===== src/rtl/id_ex_pipeline_reg_pkg.sv =====
// Shared types for the ID->EX stage: control bus layout, ALU intent encoding, halt FSM states.
package core_pkg;

    localparam int XLEN_DEFAULT = 32;

    typedef enum logic [1:0] {
        ALU_ADD = 2'b00,
        ALU_SUB = 2'b01,
        ALU_RTY = 2'b10,
        ALU_ITY = 2'b11
    } alu_intent_t;

    typedef struct packed {
        logic        is_halt;
        logic        is_branch;
        logic        is_jal;
        logic        is_jalr;
        logic        mem_write_en;
        logic        mem_read_en;
        logic        reg_write_en;
        logic        rd_src_optn;
        alu_intent_t alu_intent;
        logic        alu_src_optn;
    } ctrl_bus_t;

    typedef enum logic [1:0] {
        ST_RUN,
        ST_DRAIN,
        ST_HALTED
    } halt_state_t;

    localparam ctrl_bus_t CTRL_NOP = '0;

    // x0 is hardwired to zero, so a write to it never creates a dependency
    function automatic logic reg_match(input logic [4:0] rd, input logic [4:0] rs);
        return (rd != 5'd0) && (rd == rs);
    endfunction

endpackage


===== src/rtl/id_ex_pipeline_reg_if.sv =====
// ID->EX stage bundle: ID-side fields and pipeline controls in, EX-side fields and hazard/halt status out.
interface id_ex_pipeline_reg_if
    import core_pkg::*;
#(
    parameter int XLEN = XLEN_DEFAULT
);
    logic            stall_i;
    logic            flush_i;
    logic            id_valid_i;
    ctrl_bus_t       id_ctrl_i;
    logic [XLEN-1:0] id_pc_i;
    logic [XLEN-1:0] id_rs1_data_i;
    logic [XLEN-1:0] id_rs2_data_i;
    logic [XLEN-1:0] id_imm_i;
    logic [4:0]      id_rs1_addr_i;
    logic [4:0]      id_rs2_addr_i;
    logic [4:0]      id_rd_addr_i;
    logic [2:0]      id_funct3_i;
    logic            id_funct7_b5_i;

    logic            ex_valid_o;
    ctrl_bus_t       ex_ctrl_o;
    logic [XLEN-1:0] ex_pc_o;
    logic [XLEN-1:0] ex_rs1_data_o;
    logic [XLEN-1:0] ex_rs2_data_o;
    logic [XLEN-1:0] ex_imm_o;
    logic [4:0]      ex_rs1_addr_o;
    logic [4:0]      ex_rs2_addr_o;
    logic [4:0]      ex_rd_addr_o;
    logic [2:0]      ex_funct3_o;
    logic            ex_funct7_b5_o;
    logic            load_use_stall_o;
    logic            halt_pending_o;
    logic            core_halted_o;

    modport master (
        output stall_i, flush_i, id_valid_i, id_ctrl_i, id_pc_i, id_rs1_data_i, id_rs2_data_i,
               id_imm_i, id_rs1_addr_i, id_rs2_addr_i, id_rd_addr_i, id_funct3_i, id_funct7_b5_i,
        input  ex_valid_o, ex_ctrl_o, ex_pc_o, ex_rs1_data_o, ex_rs2_data_o, ex_imm_o,
               ex_rs1_addr_o, ex_rs2_addr_o, ex_rd_addr_o, ex_funct3_o, ex_funct7_b5_o,
               load_use_stall_o, halt_pending_o, core_halted_o
    );

    modport slave (
        input  stall_i, flush_i, id_valid_i, id_ctrl_i, id_pc_i, id_rs1_data_i, id_rs2_data_i,
               id_imm_i, id_rs1_addr_i, id_rs2_addr_i, id_rd_addr_i, id_funct3_i, id_funct7_b5_i,
        output ex_valid_o, ex_ctrl_o, ex_pc_o, ex_rs1_data_o, ex_rs2_data_o, ex_imm_o,
               ex_rs1_addr_o, ex_rs2_addr_o, ex_rd_addr_o, ex_funct3_o, ex_funct7_b5_o,
               load_use_stall_o, halt_pending_o, core_halted_o
    );

endinterface


===== src/rtl/id_ex_pipeline_reg_load_use_detector.sv =====
// Load-use hazard detect: a load in EX whose rd feeds either source of the ID instruction.
// Purely combinational; both sources are compared regardless of instruction format.
module load_use_detector
    import core_pkg::*;
(
    input  logic       ex_valid_i,
    input  logic       ex_mem_read_i,
    input  logic [4:0] ex_rd_addr_i,
    input  logic       id_valid_i,
    input  logic [4:0] id_rs1_addr_i,
    input  logic [4:0] id_rs2_addr_i,
    output logic       hazard_o
);

    assign hazard_o = id_valid_i & ex_valid_i & ex_mem_read_i
                    & (reg_match(ex_rd_addr_i, id_rs1_addr_i) | reg_match(ex_rd_addr_i, id_rs2_addr_i));

endmodule


===== src/rtl/id_ex_pipeline_reg.sv =====
// ID->EX pipeline register with bubble insertion, load-use detect and post-ecall halt drain; 1-cycle latency,
// stall_i holds everything. Optional ID_EX_PERF_CNT_EN adds saturating bubble/stall counters.
module id_ex_pipeline_reg
    import core_pkg::*;
#(
    parameter int XLEN         = XLEN_DEFAULT,
    parameter int DRAIN_CYCLES = 2
) (
    input  logic                 clk_i,
    input  logic                 rst_i,
    id_ex_pipeline_reg_if.slave  pipe
`ifdef ID_EX_PERF_CNT_EN
    ,
    output logic [31:0]          bubble_cnt_o,
    output logic [31:0]          stall_cnt_o
`endif
);

    localparam int CW = (DRAIN_CYCLES > 1) ? $clog2(DRAIN_CYCLES) : 1;
    localparam logic [CW-1:0] CNT_LAST = CW'(DRAIN_CYCLES - 1);

    typedef struct packed {
        logic            valid;
        ctrl_bus_t       ctrl;
        logic [XLEN-1:0] pc;
        logic [XLEN-1:0] rs1_data;
        logic [XLEN-1:0] rs2_data;
        logic [XLEN-1:0] imm;
        logic [4:0]      rs1_addr;
        logic [4:0]      rs2_addr;
        logic [4:0]      rd_addr;
        logic [2:0]      funct3;
        logic            funct7_b5;
    } ex_reg_t;

    ex_reg_t     ex_q, ex_d, id_pkt;
    halt_state_t state_q;
    logic [CW-1:0] cnt_q;
    logic        halt_pending_q, core_halted_q;
    logic        hazard_raw, load_use, halt_enter, insert_bubble;

    load_use_detector u_lud (
        .ex_valid_i    (ex_q.valid),
        .ex_mem_read_i (ex_q.ctrl.mem_read_en),
        .ex_rd_addr_i  (ex_q.rd_addr),
        .id_valid_i    (pipe.id_valid_i),
        .id_rs1_addr_i (pipe.id_rs1_addr_i),
        .id_rs2_addr_i (pipe.id_rs2_addr_i),
        .hazard_o      (hazard_raw)
    );

    assign load_use   = hazard_raw & (state_q == ST_RUN);
    // The ecall's own edge already blocks the younger instruction sitting in ID
    assign halt_enter = (state_q == ST_RUN) & ex_q.valid & ex_q.ctrl.is_halt;
    assign insert_bubble = (state_q != ST_RUN) | halt_enter | load_use;

    always_comb begin
        id_pkt = '0;
        if (pipe.id_valid_i) begin
            id_pkt.valid     = 1'b1;
            id_pkt.ctrl      = pipe.id_ctrl_i;
            id_pkt.pc        = pipe.id_pc_i;
            id_pkt.rs1_data  = pipe.id_rs1_data_i;
            id_pkt.rs2_data  = pipe.id_rs2_data_i;
            id_pkt.imm       = pipe.id_imm_i;
            id_pkt.rs1_addr  = pipe.id_rs1_addr_i;
            id_pkt.rs2_addr  = pipe.id_rs2_addr_i;
            id_pkt.rd_addr   = pipe.id_rd_addr_i;
            id_pkt.funct3    = pipe.id_funct3_i;
            id_pkt.funct7_b5 = pipe.id_funct7_b5_i;
        end
    end

    always_comb begin
        ex_d = ex_q;
        if (pipe.flush_i) begin
            ex_d = '0;
        end else if (!pipe.stall_i) begin
            ex_d = insert_bubble ? '0 : id_pkt;
        end
    end

    always_ff @(posedge clk_i) begin
        if (rst_i) begin
            ex_q <= '0;
        end else begin
            ex_q <= ex_d;
        end
    end

    // Halt drain: flush never affects it, stall freezes it
    always_ff @(posedge clk_i) begin
        if (rst_i) begin
            state_q        <= ST_RUN;
            cnt_q          <= '0;
            halt_pending_q <= 1'b0;
            core_halted_q  <= 1'b0;
        end else if (!pipe.stall_i) begin
            case (state_q)
                ST_RUN: begin
                    if (halt_enter) begin
                        state_q        <= ST_DRAIN;
                        cnt_q          <= '0;
                        halt_pending_q <= 1'b1;
                    end
                end
                ST_DRAIN: begin
                    if (cnt_q == CNT_LAST) begin
                        state_q       <= ST_HALTED;
                        core_halted_q <= 1'b1;
                    end else begin
                        cnt_q <= cnt_q + CW'(1);
                    end
                end
                ST_HALTED: begin
                    state_q <= ST_HALTED;
                end
                default: begin
                    state_q        <= ST_RUN;
                    halt_pending_q <= 1'b0;
                    core_halted_q  <= 1'b0;
                end
            endcase
        end
    end

`ifdef ID_EX_PERF_CNT_EN
    logic [31:0] bubble_cnt_q, stall_cnt_q;
    logic        bubble_evt;

    assign bubble_evt = pipe.flush_i | (!pipe.stall_i & insert_bubble);

    always_ff @(posedge clk_i) begin
        if (rst_i) begin
            bubble_cnt_q <= '0;
            stall_cnt_q  <= '0;
        end else begin
            if (bubble_evt && (bubble_cnt_q != 32'hFFFF_FFFF)) begin
                bubble_cnt_q <= bubble_cnt_q + 32'd1;
            end
            if (pipe.stall_i && (stall_cnt_q != 32'hFFFF_FFFF)) begin
                stall_cnt_q <= stall_cnt_q + 32'd1;
            end
        end
    end

    assign bubble_cnt_o = bubble_cnt_q;
    assign stall_cnt_o  = stall_cnt_q;
`endif

    assign pipe.ex_valid_o       = ex_q.valid;
    assign pipe.ex_ctrl_o        = ex_q.ctrl;
    assign pipe.ex_pc_o          = ex_q.pc;
    assign pipe.ex_rs1_data_o    = ex_q.rs1_data;
    assign pipe.ex_rs2_data_o    = ex_q.rs2_data;
    assign pipe.ex_imm_o         = ex_q.imm;
    assign pipe.ex_rs1_addr_o    = ex_q.rs1_addr;
    assign pipe.ex_rs2_addr_o    = ex_q.rs2_addr;
    assign pipe.ex_rd_addr_o     = ex_q.rd_addr;
    assign pipe.ex_funct3_o      = ex_q.funct3;
    assign pipe.ex_funct7_b5_o   = ex_q.funct7_b5;
    assign pipe.load_use_stall_o = load_use;
    assign pipe.halt_pending_o   = halt_pending_q;
    assign pipe.core_halted_o    = core_halted_q;

endmodule

===== src/flat_wrapper.sv =====
// flat-port wrapper written by rule: the top's interface ports become plain ports
module id_ex_pipeline_reg_flat import core_pkg::*;
#(
    parameter int XLEN         = XLEN_DEFAULT,
    parameter int DRAIN_CYCLES = 2
)
  (clk_i, rst_i, pipe_stall_i, pipe_flush_i, pipe_id_valid_i, pipe_id_ctrl_i, pipe_id_pc_i, pipe_id_rs1_data_i, pipe_id_rs2_data_i, pipe_id_imm_i, pipe_id_rs1_addr_i, pipe_id_rs2_addr_i, pipe_id_rd_addr_i, pipe_id_funct3_i, pipe_id_funct7_b5_i, pipe_ex_valid_o, pipe_ex_ctrl_o, pipe_ex_pc_o, pipe_ex_rs1_data_o, pipe_ex_rs2_data_o, pipe_ex_imm_o, pipe_ex_rs1_addr_o, pipe_ex_rs2_addr_o, pipe_ex_rd_addr_o, pipe_ex_funct3_o, pipe_ex_funct7_b5_o, pipe_load_use_stall_o, pipe_halt_pending_o, pipe_core_halted_o);
  id_ex_pipeline_reg_if #(.XLEN(XLEN)) pipe_i ();
  input  logic clk_i;
  input  logic rst_i;
  input wire logic [$bits(pipe_i.stall_i)-1:0] pipe_stall_i;
  input wire logic [$bits(pipe_i.flush_i)-1:0] pipe_flush_i;
  input wire logic [$bits(pipe_i.id_valid_i)-1:0] pipe_id_valid_i;
  input wire logic [$bits(pipe_i.id_ctrl_i)-1:0] pipe_id_ctrl_i;
  input wire logic [$bits(pipe_i.id_pc_i)-1:0] pipe_id_pc_i;
  input wire logic [$bits(pipe_i.id_rs1_data_i)-1:0] pipe_id_rs1_data_i;
  input wire logic [$bits(pipe_i.id_rs2_data_i)-1:0] pipe_id_rs2_data_i;
  input wire logic [$bits(pipe_i.id_imm_i)-1:0] pipe_id_imm_i;
  input wire logic [$bits(pipe_i.id_rs1_addr_i)-1:0] pipe_id_rs1_addr_i;
  input wire logic [$bits(pipe_i.id_rs2_addr_i)-1:0] pipe_id_rs2_addr_i;
  input wire logic [$bits(pipe_i.id_rd_addr_i)-1:0] pipe_id_rd_addr_i;
  input wire logic [$bits(pipe_i.id_funct3_i)-1:0] pipe_id_funct3_i;
  input wire logic [$bits(pipe_i.id_funct7_b5_i)-1:0] pipe_id_funct7_b5_i;
  output wire logic [$bits(pipe_i.ex_valid_o)-1:0] pipe_ex_valid_o;
  output wire logic [$bits(pipe_i.ex_ctrl_o)-1:0] pipe_ex_ctrl_o;
  output wire logic [$bits(pipe_i.ex_pc_o)-1:0] pipe_ex_pc_o;
  output wire logic [$bits(pipe_i.ex_rs1_data_o)-1:0] pipe_ex_rs1_data_o;
  output wire logic [$bits(pipe_i.ex_rs2_data_o)-1:0] pipe_ex_rs2_data_o;
  output wire logic [$bits(pipe_i.ex_imm_o)-1:0] pipe_ex_imm_o;
  output wire logic [$bits(pipe_i.ex_rs1_addr_o)-1:0] pipe_ex_rs1_addr_o;
  output wire logic [$bits(pipe_i.ex_rs2_addr_o)-1:0] pipe_ex_rs2_addr_o;
  output wire logic [$bits(pipe_i.ex_rd_addr_o)-1:0] pipe_ex_rd_addr_o;
  output wire logic [$bits(pipe_i.ex_funct3_o)-1:0] pipe_ex_funct3_o;
  output wire logic [$bits(pipe_i.ex_funct7_b5_o)-1:0] pipe_ex_funct7_b5_o;
  output wire logic [$bits(pipe_i.load_use_stall_o)-1:0] pipe_load_use_stall_o;
  output wire logic [$bits(pipe_i.halt_pending_o)-1:0] pipe_halt_pending_o;
  output wire logic [$bits(pipe_i.core_halted_o)-1:0] pipe_core_halted_o;
  assign pipe_i.stall_i = pipe_stall_i;
  assign pipe_i.flush_i = pipe_flush_i;
  assign pipe_i.id_valid_i = pipe_id_valid_i;
  assign pipe_i.id_ctrl_i = pipe_id_ctrl_i;
  assign pipe_i.id_pc_i = pipe_id_pc_i;
  assign pipe_i.id_rs1_data_i = pipe_id_rs1_data_i;
  assign pipe_i.id_rs2_data_i = pipe_id_rs2_data_i;
  assign pipe_i.id_imm_i = pipe_id_imm_i;
  assign pipe_i.id_rs1_addr_i = pipe_id_rs1_addr_i;
  assign pipe_i.id_rs2_addr_i = pipe_id_rs2_addr_i;
  assign pipe_i.id_rd_addr_i = pipe_id_rd_addr_i;
  assign pipe_i.id_funct3_i = pipe_id_funct3_i;
  assign pipe_i.id_funct7_b5_i = pipe_id_funct7_b5_i;
  assign pipe_ex_valid_o = pipe_i.ex_valid_o;
  assign pipe_ex_ctrl_o = pipe_i.ex_ctrl_o;
  assign pipe_ex_pc_o = pipe_i.ex_pc_o;
  assign pipe_ex_rs1_data_o = pipe_i.ex_rs1_data_o;
  assign pipe_ex_rs2_data_o = pipe_i.ex_rs2_data_o;
  assign pipe_ex_imm_o = pipe_i.ex_imm_o;
  assign pipe_ex_rs1_addr_o = pipe_i.ex_rs1_addr_o;
  assign pipe_ex_rs2_addr_o = pipe_i.ex_rs2_addr_o;
  assign pipe_ex_rd_addr_o = pipe_i.ex_rd_addr_o;
  assign pipe_ex_funct3_o = pipe_i.ex_funct3_o;
  assign pipe_ex_funct7_b5_o = pipe_i.ex_funct7_b5_o;
  assign pipe_load_use_stall_o = pipe_i.load_use_stall_o;
  assign pipe_halt_pending_o = pipe_i.halt_pending_o;
  assign pipe_core_halted_o = pipe_i.core_halted_o;
  id_ex_pipeline_reg #(.XLEN(XLEN), .DRAIN_CYCLES(DRAIN_CYCLES)) u_core (.clk_i(clk_i), .rst_i(rst_i), .pipe(pipe_i));
endmodule

===== config.mk =====
export PLATFORM = sky130hd
export DESIGN_NAME = id_ex_pipeline_reg_flat
export DESIGN_NICKNAME = d
export VERILOG_FILES = /design/src/rtl/id_ex_pipeline_reg_pkg.sv /design/src/rtl/id_ex_pipeline_reg_if.sv /design/src/rtl/id_ex_pipeline_reg_load_use_detector.sv /design/src/rtl/id_ex_pipeline_reg.sv /design/src/flat_wrapper.sv
export SDC_FILE = /design/constraint.sdc
export NUM_CORES = 1
export LEC_CHECK = 0
export ABC_AREA = 1
export ABC_CLOCK_PERIOD_IN_PS = 3300
export BUFFER_PORTS_ARGS = -buffer_cell sky130_fd_sc_hd__buf_4
export CORE_MARGIN = 8
export CORE_UTILIZATION = 51
export DETAILED_ROUTE_END_ITERATION = 16
export GPL_TIMING_DRIVEN = 0
export PLACE_DENSITY = 0.94
export REMOVE_ABC_BUFFERS = 1
export SETUP_SLACK_MARGIN = 0.1
export SYNTH_ARGS = -nofsm -noshare
export SYNTH_HDL_FRONTEND = slang
export SYNTH_HIERARCHICAL = 1
export SYNTH_SLANG_ARGS = --single-unit

===== constraint.sdc =====
create_clock -name clk_i -period 3.3 [get_ports clk_i]
set_input_delay 0.495 -clock clk_i [delete_from_list [all_inputs] [get_ports clk_i]]
set_output_delay 0.495 -clock clk_i [all_outputs]
set_load 0.005 [all_outputs]

Yosys cells after proc, flatten, opt, wreduce, memory -nomap -nowiden
Cells that the tools add are included.
{ "classes": {"reduce_logical": 13, "n_addsub": 1, "n_bitwise": 12, "mux": 12, "n_eq_ne": 6} }
{ "op_table": {"columns": ["cell", "count"], "rows": [
  ["$mux 159", 2],
  ["$reduce_and 3->1", 4],
  ["$eq 5x5->1", 2],
  ["$and 1x1->1", 6],
  ["$pmux 1 s2", 3],
  ["$pmux 2 s3", 1],
  ["$reduce_or 2->1", 3],
  ["$reduce_bool 5->1", 1],
  ["$mux 1", 4],
  ["$mux 2", 2],
  ["$ne 2x1->1 const B", 2],
  ["$reduce_bool 2->1", 2],
  ["$not 1->1", 3],
  ["$or 1x1->1", 3],
  ["$eq 2x1->1 const B", 1],
  ["$eq 2x2->1 const B", 1],
  ["$logic_and 1x1->1", 2],
  ["$logic_not 2->1", 1],
  ["$add 1x1->1 const B", 1]
]} }
{ "totals": {"input_bits": 163, "out_inout_bits": 162, "register_bits": 164} }

Depth between registers and ports, before layout
Gate-level depths: netlist of the first run.
{ "logic_depth": {"depth_word": 7, "mapped_depth": 13, "ltp_nobuf": 11} }

By module
The synthesis of the first run kept the hierarchy.
{ "by_module_without_submodules": {"columns": ["mod", "cells_each", "area_each_um2", "n_inst", "seq_area_each_um2"], "rows": [
  ["id_ex_pipeline_reg", 751, 6977.9, 1, 3283.1],
  ["load_use_detector", 45, 198.9, 1, 0.0]
]} }

Worst setup path after synthesis of the first run
Ideal clock, no wire load.
{ "synth_path": {"path_kind": "input-to-reg", "startpoint": "input pipe_id_rs2_addr_i[1]", "endpoint": "register u_core.ex_q (netlist bit u_core/pipe.ex_ctrl_o[10])", "n_path_buf": 2, "slack_ps": 1605, "required_time_ps": 3158, "cell_stages": 13, "setup_time_ps": 142, "arrival_time_ps": 1553, "path_cell_list": "inv_1 nand2_1 nand2_1 nor2_1 nand3_1 a21oi_2 nand2_1 inv_1 nor2_8 buf_8 buf_6 nand3_2 a21oi_2"} }
{ "synth_via": {"elab_chain_cells": 7} }
{ "synth_lines": {"columns": ["item", "line", "source"], "rows": [
  ["start, declared", "flat_wrapper.sv:20", "input wire logic [$bits(pipe_i.id_rs2_addr_i)-1:0] pipe_id_rs2_addr_i;"],
  ["$eq 5x5->1", "id_ex_pipeline_reg_pkg.sv:36", "return (rd != 5'd0) && (rd == rs);"],
  ["$logic_and 1x1->1", "id_ex_pipeline_reg_pkg.sv:36", null],
  ["$or 1x1->1", "id_ex_pipeline_reg_load_use_detector.sv:16", "& (reg_match(ex_rd_addr_i, id_rs1_addr_i) | reg_match(ex_rd_addr_i, id_rs2_addr_i));"],
  ["$and 1x1->1", "id_ex_pipeline_reg_load_use_detector.sv:16", null],
  ["via u_core.hazard_raw", "id_ex_pipeline_reg.sv:40", "logic hazard_raw, load_use, halt_enter, insert_bubble;"],
  ["$and 1x1->1", "id_ex_pipeline_reg.sv:52", "assign load_use = hazard_raw & (state_q == ST_RUN);"],
  ["via pipe_load_use_stall_o", "flat_wrapper.sv:35", "output wire logic [$bits(pipe_i.load_use_stall_o)-1:0] pipe_load_use_stall_o;"],
  ["$or 1x1->1", "id_ex_pipeline_reg.sv:55", "assign insert_bubble = (state_q != ST_RUN) | halt_enter | load_use;"],
  ["$mux 159", "id_ex_pipeline_reg.sv:79", "ex_d = insert_bubble ? '0 : id_pkt;"],
  ["end signal, assigned", "id_ex_pipeline_reg.sv:85", "ex_q <= '0;"],
  ["end signal, assigned", "id_ex_pipeline_reg.sv:87", "ex_q <= ex_d;"],
  ["end, declared", "id_ex_pipeline_reg.sv:36", "ex_reg_t ex_q, ex_d, id_pkt;"]
]} }
The timed path passes the listed nets, and every way through them passes these cells.
A chain may end at the register's enable or synchronous reset.

Final worst setup path of the first run
{ "layout_path": {"startpoint": "register u_core.ex_q (netlist bit u_core/pipe.ex_rd_addr_o[1])", "endpoint": "register u_core.ex_q (netlist bit u_core/pipe.ex_rs2_data_o[29])"} }
{ "layout_via": {"elab_chain_cells": 7, "elab_cells_between_ends": 10, "cone_classes": "2 x eq/ne; 1 x mux; 4 x bitwise; 3 x reduce/logical"} }
{ "layout_lines": {"columns": ["item", "line"], "rows": [
  ["$eq 5x5->1 / $reduce_bool 5->1 (equally long branches)", "id_ex_pipeline_reg_pkg.sv:36"],
  ["$logic_and 1x1->1", "id_ex_pipeline_reg_pkg.sv:36"],
  ["$or 1x1->1 *", "id_ex_pipeline_reg_load_use_detector.sv:16"],
  ["$and 1x1->1 *", "id_ex_pipeline_reg_load_use_detector.sv:16"],
  ["via u_core.hazard_raw", "id_ex_pipeline_reg.sv:40"],
  ["$and 1x1->1 *", "id_ex_pipeline_reg.sv:52"],
  ["$or 1x1->1 *", "id_ex_pipeline_reg.sv:55"],
  ["$mux 159 *", "id_ex_pipeline_reg.sv:79"]
]} }
The timed path passes the listed nets; every way through them passes the cells marked *.

==> out/qor.yml, run 1 <==
status:
  status: "finished, final reports clean"
synth:
  yosys_warnings: 6
  synth-seq-cells: 164
  yosysSeqAreaShare: 0.457
  synth_cell_types: 25
  yosys_most_used_dff: "dfxtp_1"
  synth_area_leader_cell: "dfxtp_1"
  async_reset_ff_frac: 0
  syn_area_um2: 7180
  avgSynthCellArea_um2: 9.02
  synth.area.top_cells: "dfxtp_1 (46%), nand3_2 (14%), a21oi_2 (12%), nand2_1 (10%), nand3_1 (4.4%)"
  netlist_instances: 796
  synth_top_area_share: 0.457
  synth_edf_count: 0
layout:
  fin_util: 0.742
  drive_gt1_frac: 0.524
  final_cell_mix: "buf_4 (323), nand2_1 (192), dfxtp_1 (164), a21oi_2 (101), nand3_2 (100)"
  syn_to_final_growth_pct: 42.9
  layout_commonest_cell: "buf_4"
  nNetsFinal: 1242
  antenna_cells: 0
sta:
  drv_slew: 0
  fmax_ghz: 0.400
  hold_viol: 0
  clock_skew_ns: 0.0106
  setup_viol: 0
  tns_ns: 0
  period_share: 0.758
  relSlewSlack: 0.463
  grt_setup_unrepaired: "no"
  fin_crit_ns: 2.50
  tightest_slew_ns: 0.805
clock_tree:
  tritoncts: "yes"
  clk_path_buf_depth: 2
  ctsResizeCount: 0
  cts_inserted_buffers: 17
  ctsHtreeMaxLevel: 4
  clkLatencyLatePin_ns: 0.42
  postCtsHoldBufs: 0
  cts_setup_buffers: 0
  numClockSinks: 164
  clkTransAtPathRegs_ns: 0.06
  root_buffer: "clkbuf_16"
routing:
  via_per_inst: 5.39
  wl_um: 23000
  drc_errors: 0
  drtPass1Iterations: 5
  antenna_left: 0
  via_count: 6843
  drtIter0Drc: 429
  avgRoutedWirePerCell_um: 18.2
worst_setup_path:
  startpoint: "u_core/pipe.ex_rd_addr_o[1]$_SDFFE_PP0N_"
  cpPeakStageDelay_ns: 0.49
  worstPathArrival_ns: 2.85
  crit_top_cell: "a21oi_2"
  end_kind: "flop"
  crit_path_cell_trace: "xor2_1, nor2_1, nand3_1, a21oi_2, nand2_1, inv_1, nor2_8, buf_16, buf_12, nand3_2, a21oi_2"
  critPathKind: "flop to flop"
  required_ns: 3.65
  slowest_stage: "nor2_8"
  worstSetupStartpointType: "flop"
  worstReg2RegStart: "u_core/pipe.ex_rd_addr_o[1]$_SDFFE_PP0N_"
  worstPathMaxFanout: 43
power:
  ir_worst_vdd_mv: 0.293
  power.leakage_nw: 4.06
  p_per_area_nw_per_um2: 480
placement:
  place.gp.congestion: 0.811
  io_buffers: 324
  dp_hpwl_um: 16100
grt:
  antenna_found_initial: 0
  track_usage: 0.242
  grt_pass1_wl_um: 35300
  overflow: 0
  grt_pass1_vias: 6770
  grt_start_max_net_pins: 88
die:
  initial_core_util: 0.519
  fp.dieW_um: 135
  core_area_um2: 13800
  die-area_um2: 18100
  rows: 43
  die_y_um: 135
  io_pins: 325
min_path:
  min-delay-start: "rst_i"
  min_path_type: "primary input to flop"
run:
  maxCapViolations: 0
final timing paths:
check                           cells past startpoint  slack, ns                                         end
worst max-delay path                               11       0.80  u_core/pipe.ex_rs2_data_o[29]$_SDFFE_PP0N_
worst min-delay path                                2       0.28                   u_core/cnt_q$_SDFFE_PP0P_
worst max register to register                     11       0.80  u_core/pipe.ex_rs2_data_o[29]$_SDFFE_PP0N_
worst min register to register                      2       0.47   u_core/pipe.ex_rs1_data_o[3]$_SDFFE_PP0N_
through the flow:
step           instances  setup slack, ns  total power [mW]  area, um^2  hold WS (ns)
2_1_floorplan        726            -1.93              2.48        6760         0.447
3_3_place_gp        1230            -3.82              2.83        9420         0.444
3_5_place_dp        1237            0.691              2.85        9620         0.456
4_1_cts             1269            0.836              4.95       10300         0.252
5_1_grt             1269            0.617              5.11       10300         0.253
6_report            1269            0.798              4.92       10300         0.276
layout make-up:
type	count	area [um^2]
clock buffer	23	498
clock inverter	9	140
fill	927	3570
inverter	20	81.3
multi-input combinational	542	3410
sequential	164	3280
tap	180	225
timing repair buffer	331	2620
worst max-delay path, delay by kind of cell, from the launching register on:
family,cells,cell delay [ns]
AOI/OAI and AO/OA,2,0.21
xor gates and xnor gates,1,0.20
buffers and inverters,3,0.70
DFF,1,0.45
and+or+nand+nor,5,0.82
logic make-up after synthesis:
group,synth area share
and+or+nand+nor,0.298
xor gates and xnor gates,0.00366
adders and majority gates,0.00523
DFF,0.457
buffers and inverters,0.0682
AOI/OAI and AO/OA,0.167
report_power, final:
part | internal (mW) | total [mW] | switching (mW)
Sequential | 2.03 | 2.06 | 0.0305
Combinational | 0.309 | 0.751 | 0.443
Clock | 1.30 | 2.11 | 0.810
Yosys cell counts, types with 4 or more instances:
cell type  number
a21oi_1        62
a21oi_2       101
buf_2          33
buf_6          12
clkbuf_1       22
dfxtp_1       164
inv_1          16
nand2_1       192
nand3_1        63
nand3_2       100
nand4_1         4
nor2_1          9
per-layer routing:
metal	up-vias	part of all wire	global-route usage
li1	3227	-	-
met2	320	0.49	0.401
met3	61	0.094	0.0970
met5	-	0	0
met4	0	0.040	0.129
met1	3235	0.37	0.258
flip-flops by register name, indices dropped and copies added, names as in the netlist:
| name | flops |
|---|---|
| u_core/pipe.ex_imm_o | 32 |
| u_core/cnt_q | 1 |
| u_core/state_q | 2 |
| u_core/pipe.ex_funct7_b5_o | 1 |
| u_core/pipe.halt_pending_o | 1 |
| u_core/pipe.ex_valid_o | 1 |
| u_core/pipe.ex_rs2_data_o | 32 |
| u_core/pipe.ex_rs1_addr_o | 5 |
| u_core/pipe.ex_ctrl_o | 11 |
| u_core/pipe.core_halted_o | 1 |
| u_core/pipe.ex_rd_addr_o | 5 |
| u_core/pipe.ex_rs2_addr_o | 5 |
| u_core/pipe.ex_funct3_o | 3 |
| u_core/pipe.ex_pc_o | 32 |
| u_core/pipe.ex_rs1_data_o | 32 |
Note: power is estimated with default switching activity, not from simulation.
==> run 2: changes to the inputs <==
--- a/config.mk
+++ b/config.mk
@@ -5,14 +5,14 @@
 export SDC_FILE = /design/constraint.sdc
 export NUM_CORES = 1
 export LEC_CHECK = 0
-export ABC_AREA = 1
-export ABC_CLOCK_PERIOD_IN_PS = 3300
+export ABC_AREA = 0
+export ABC_CLOCK_PERIOD_IN_PS = 2300
 export BUFFER_PORTS_ARGS = -buffer_cell sky130_fd_sc_hd__buf_4
 export CORE_MARGIN = 8
-export CORE_UTILIZATION = 51
+export CORE_UTILIZATION = 41
 export DETAILED_ROUTE_END_ITERATION = 16
 export GPL_TIMING_DRIVEN = 0
-export PLACE_DENSITY = 0.94
+export PLACE_DENSITY = 0.84
 export REMOVE_ABC_BUFFERS = 1
 export SETUP_SLACK_MARGIN = 0.1
 export SYNTH_ARGS = -nofsm -noshare
==> constraint.sdc (replaced) <==
create_clock -name clk_i -period 2.3 [get_ports clk_i]
set_input_delay 0.345 -clock clk_i [delete_from_list [all_inputs] [get_ports clk_i]]
set_output_delay 0.345 -clock clk_i [all_outputs]
set_load 0.005 [all_outputs]
==> out/qor.yml, run 2 <==
sta:
  fmax_ghz: 0.443
  tns_ns: 0
  fin_crit_ns: 2.26
  setup_viol: 0
  grt_setup_unrepaired: "yes"
  drv_slew: 0
  relSlewSlack: 0.351
  period_share: 0.982
  tightest_slew_ns: 0.974
  clock_skew_ns: 0.00766
  hold_viol: 0
clock_tree:
  numClockSinks: 164
  tritoncts: "yes"
  ctsHtreeMaxLevel: 4
  cts_inserted_buffers: 17
  clkTransAtPathRegs_ns: 0.06
  root_buffer: "clkbuf_16"
  clkLatencyLatePin_ns: 0.42
  clk_path_buf_depth: 2
synth:
  yosysSeqAreaShare: 0.512
  yosys_most_used_dff: "dfxtp_1"
  synth.area.top_cells: "dfxtp_1 (51%), nand4_1 (15%), a21oi_1 (13%), nand2_1 (9.2%), clkbuf_1 (2.5%)"
  ys_top_cells_by_count: "dfxtp_1 (164), a21oi_1 (161), nand2_1 (158), nand4_1 (158), clkbuf_1 (42)"
  avgSynthCellArea_um2: 8.28
  syn_area_um2: 6410
  synth_area_leader_cell: "dfxtp_1"
  async_reset_ff_frac: 0
  synth_top_area_share: 0.512
  synth_cell_types: 28
  yosys.cell_count.top_type: "dfxtp_1"
  synth-seq-cells: 164
  synth_edf_count: 0
  yosys_warnings: 6
  netlist_instances: 775
power:
  totalPowerFinal_mw: 6.63
  ir_worst_vdd_mv: 0.433
  power.leakage_nw: 4.22
  p_per_area_nw_per_um2: 645
routing:
  wl_um: 26400
  drtIter0Drc: 653
  via_count: 7411
  met1_length_um: 9870
  avgRoutedWirePerCell_um: 20.3
  drc_errors: 0
  routed.top_layer: "met4"
  dr_wl_met3_um: 2650
  wl_met2_um: 12700
  antenna_left: 0
  via_per_inst: 5.71
  drtPass1Iterations: 5
grt:
  track_usage: 0.235
  overflow: 0
  grt_pass1_vias: 7020
  grt_pass1_wl_um: 37500
  antenna_found_initial: 0
  grt_start_max_net_pins: 91
die:
  core_area_um2: 15300
  die_y_um: 141
  initial_core_util: 0.420
  fp.dieW_um: 141
  rows: 45
  die-area_um2: 19900
  io_pins: 325
layout:
  final_cell_mix: "buf_4 (333), dfxtp_1 (159), nand4_1 (158), nand2_1 (158), a21oi_1 (147)"
  antenna_cells: 0
  drive_gt1_frac: 0.394
  syn_to_final_growth_pct: 60.2
  nNetsFinal: 1239
  layout_commonest_cell: "buf_4"
placement:
  place.gp.congestion: 0.793
  dp_hpwl_um: 15800
  io_buffers: 324
worst_setup_path:
  slowest_stage: "or4_4"
  end_kind: "output port"
  required_ns: 1.96
  worstPathMaxFanout: 3
  cpPeakStageDelay_ns: 0.56
  worstPathArrival_ns: 1.91
  crit_path_cell_trace: "or4_4, o2111ai_4, a21oi_4, and2_4, buf_6"
  worstSetupStartpointType: "flop"
  critPathKind: "flop to output port"
run:
  maxCapViolations: 0
min_path:
  min_path_type: "primary input to flop"
status:
  status: "finished, final reports clean"
==> run 2: changes by cell type after synthesis, sizes merged, moves of 3 or more <==
cell,previous run,this run
clkbuf,22,42
inv,18,3
nand2,194,158
nand2b,0,3
nand3,163,3
nand4,4,158
nor2,10,5
nor3,0,6
xor2,1,6
==> run 2: final cells by class <==
cell class / instances / area, um^2
clock buffer: 19 / 453
clock inverter: 13 / 148
fill: 1182 / 4980
inverter: 3 / 11.3
multi-input combinational: 521 / 2830
sequential: 164 / 3290
tap: 211 / 264
timing repair buffer: 366 / 3280
==> run 2: final timing paths <==
path	start	to	slack, ns	cells past startpoint
max	u_core/pipe.ex_rd_addr_o[1]$_SDFFE_PP0N_	pipe_load_use_stall_o	0.04	5
min	rst_i	u_core/pipe.halt_pending_o$_SDFFE_PP0P_	0.16	2
max reg2reg	u_core/pipe.ex_rd_addr_o[1]$_SDFFE_PP0N_	u_core/pipe.ex_rs2_data_o[10]$_SDFFE_PP0N_	0.05	9
min reg2reg	u_core/pipe.ex_pc_o[26]$_SDFFE_PP0N_	u_core/pipe.ex_pc_o[26]$_SDFFE_PP0N_	0.46	2
==> run 2: metal layers <==
metal / vias to the layer above / global-route usage
li1: 3382 / -
met1: 3526 / 0.261
met2: 426 / 0.382
met3: 77 / 0.0885
met4: 0 / 0.130
met5: - / 0
==> run 2: logic make-up after synthesis <==
family	share of synthesized area
fa+ha+maj	0.00585
simple gates	0.265
buf+inv	0.0675
xor+xnor	0.0137
mux	0.00156
compound gates	0.134
flops	0.512
==> run 2: what timing repair did <==
action / 4_1_cts / 5_1_grt
gates cloned: 6 / 13
pin swaps: 3 / 25
hold buffers: 0 / 0
setup endpoints to repair: 138 / 136
gates resized for setup: 19 / 23
setup buffers: 10 / 4
==> run 2: stage by stage <==
stage / cell area, um^2 / setup WS (ns) / std cells / util / hold slack, ns
4_1_cts: 9870 / 0.0514 / 1280 / 0.647 / 0.121
6_report: 10300 / 0.0405 / 1297 / 0.674 / 0.163
2_1_floorplan: 5990 / -2.28 / 686 / - / 0.417
3_3_place_gp: 8690 / -4.74 / 1221 / 0.569 / 0.451
3_5_place_dp: 8970 / -0.444 / 1232 / 0.588 / 0.455
5_1_grt: 10300 / 0.00817 / 1297 / 0.674 / 0.141
==> run 2: power by group <==
group          internal, mW  switching (mW)  total, mW
registers              2.90          0.0365       2.93
logic                 0.439           0.385      0.824
clock network          1.67            1.20       2.87
total                  5.01            1.62       6.63
==> run 2: worst max-delay path: cells and delay by family, from the launching register on <==
| family | cells | cell delay [ns] |
|---|---|---|
| buffers and inverters | 1 | 0.11 |
| AND/OR/NAND/NOR | 2 | 0.73 |
| flip-flops | 1 | 0.35 |
| AO/OA/AOI/OAI | 2 | 0.32 |
==> run 3: changes to the inputs <==
--- a/config.mk
+++ b/config.mk
@@ -5,9 +5,8 @@
 export SDC_FILE = /design/constraint.sdc
 export NUM_CORES = 1
 export LEC_CHECK = 0
-export ABC_AREA = 0
 export ABC_CLOCK_PERIOD_IN_PS = 2300
-export BUFFER_PORTS_ARGS = -buffer_cell sky130_fd_sc_hd__buf_4
+export BUFFER_PORTS_ARGS = -buffer_cell sky130_fd_sc_hd__buf_2
 export CORE_MARGIN = 8
 export CORE_UTILIZATION = 41
 export DETAILED_ROUTE_END_ITERATION = 16
==> out/qor.yml, run 3 (synthesis gave the netlist of run 2 again) <==
power:
  switchingPower_mw: 1.61
  ir_worst_vdd_mv: 0.459
  combinationalPowerShare: 0.104
  clockPowerShare: 0.427
  p_per_area_nw_per_um2: 684
  power.leakage_nw: 3.94
  p_int_mw: 4.63
  netSwitchingFraction: 0.258
  p_seq_frac: 0.470
sta:
  setup_viol: 0
  grt_setup_unrepaired: "yes"
  clock_skew_ns: 0.00996
  fmax_ghz: 0.447
  period_share: 0.973
  tightest_slew_ns: 0.936
  relSlewSlack: 0.376
  fin_crit_ns: 2.24
  hold_viol: 0
  drv_slew: 0
worst_setup_path:
  critPathKind: "flop to output port"
  worstSetupStartpointType: "flop"
  worstPathMaxFanout: 2
  worstPathArrival_ns: 1.89
  end_kind: "output port"
  reg2reg_depth: 9
  required_ns: 1.96
clock_tree:
  root_buffer: "clkbuf_16"
  cts_inserted_buffers: 17
  ctsHtreeMaxLevel: 4
  tritoncts: "yes"
  numClockSinks: 164
  clk_path_buf_depth: 2
  postCtsHoldBufs: 0
  clkLatencyLatePin_ns: 0.41
  clkTransAtPathRegs_ns: 0.07
routing:
  avgRoutedWirePerCell_um: 18.6
  drc_errors: 0
  antenna_left: 0
  drtPass1Iterations: 5
  wl_um: 24000
  via_count: 7122
  via_per_inst: 5.54
  drtIter0Drc: 556
layout:
  final_cell_mix: "buf_2 (322), dfxtp_1 (161), nand4_1 (158), nand2_1 (158), a21oi_1 (157)"
  syn_to_final_growth_pct: 42.2
  layout_commonest_cell: "buf_2"
  nNetsFinal: 1227
  design_area_um2: 9130
  fin_cells: 1286
  drive_gt1_frac: 0.373
  fin_util: 0.598
grt:
  track_usage: 0.225
  grt_pass1_vias: 6962
  antenna_found_initial: 1
  grt_start_max_net_pins: 91
  overflow: 0
  grt_pass1_wl_um: 36100
status:
  status: "finished, final reports clean"
die:
  io_pins: 325
  die-area_um2: 19900
  rows: 45
  core_area_um2: 15300
  initial_core_util: 0.420
  fp.dieW_um: 141
  die_y_um: 141
min_path:
  min_path_type: "primary input to flop"
  holdPathStages: 3
placement:
  placed_cell_area_um2: 8200
  place.gp.congestion: 0.852
  dp_hpwl_um: 15500
  post-place-cells: 1233
  io_buffers: 324
run:
  maxCapViolations: 0
-- run 3: changes by cell type in the layout (fill, tap and decap cells not counted), moves of 9 or more --
cell,change
buf_4,-323
buf_2,+322
a21oi_1,+10
a21oi_2,-10
clkbuf_16,-9
-- run 3: per-stage QoR --
| step | setup slack, ns | hold slack [ns] | TNS (ns) | power (mW) |
|---|---|---|---|---|
| after global placement | -5.33 | 0.441 | -785.02 | 3.52 |
| final | 0.0623 | 0.187 | 0 | 6.24 |
| after global routing | -0.0247 | 0.173 | -0.0247 | 6.50 |
| after detailed placement | -0.181 | 0.452 | -7.84 | 3.56 |
| after floorplan | -2.28 | 0.417 | -352.26 | 3.18 |
| after CTS | 0.0840 | 0.164 | 0 | 6.28 |
-- run 3: final cells by class --
cell class,instances,area (um^2)
clock inverter,14,119
tap,211,264
clock buffer,18,439
timing repair buffer,356,2240
multi-input combinational,519,2760
inverter,3,11.3
sequential,164,3290
fill,1356,6130
antenna,1,2.50
-- run 3: worst paths after layout --
kind | endpoint | from | slack (ns)
worst max register to register | u_core/pipe.ex_imm_o[20]$_SDFFE_PP0N_ | u_core/pipe.ex_rd_addr_o[1]$_SDFFE_PP0N_ | 0.14
worst min-delay path | u_core/pipe.ex_ctrl_o[9]$_SDFFE_PP0N_ | pipe_id_ctrl_i[9] | 0.19
worst max-delay path | pipe_load_use_stall_o | u_core/pipe.ex_rd_addr_o[1]$_SDFFE_PP0N_ | 0.06
worst min register to register | u_core/pipe.ex_pc_o[10]$_SDFFE_PP0N_ | u_core/pipe.ex_pc_o[10]$_SDFFE_PP0N_ | 0.46
-- run 3: worst max-delay path, stage by stage (launching register included) --
cell and delay, ns:
dfxtp_4 0.34, or4_4 0.55, o2111ai_4 0.23, a21oi_4 0.06, and2_1 0.16, buf_2 0.13
-- run 3: layer usage --
metal,vias to the layer above,track usage,wire length (um)
met3,82,0.0918,2340
met2,369,0.355,11300
met5,-,0,0
met4,0,0.134,1200
met1,3317,0.251,9120
li1,3354,-,-
-- run 3: timing repair --
item	in CTS	in global routing
endpoints found under the setup margin	128	91
resized for setup	8	9
setup buffers	15	0
pin swaps	2	7
cloned	3	3
-- run 3: power by group through the flow --
stage / registers, mW / clock network (mW) / logic [mW]
3_5_place_dp: 2.99 / 0 / 0.568
2_1_floorplan: 3.00 / 0 / 0.180
6_report: 2.93 / 2.66 / 0.646
3_3_place_gp: 2.99 / 0 / 0.534
4_1_cts: 2.93 / 2.73 / 0.620
5_1_grt: 2.94 / 2.87 / 0.698
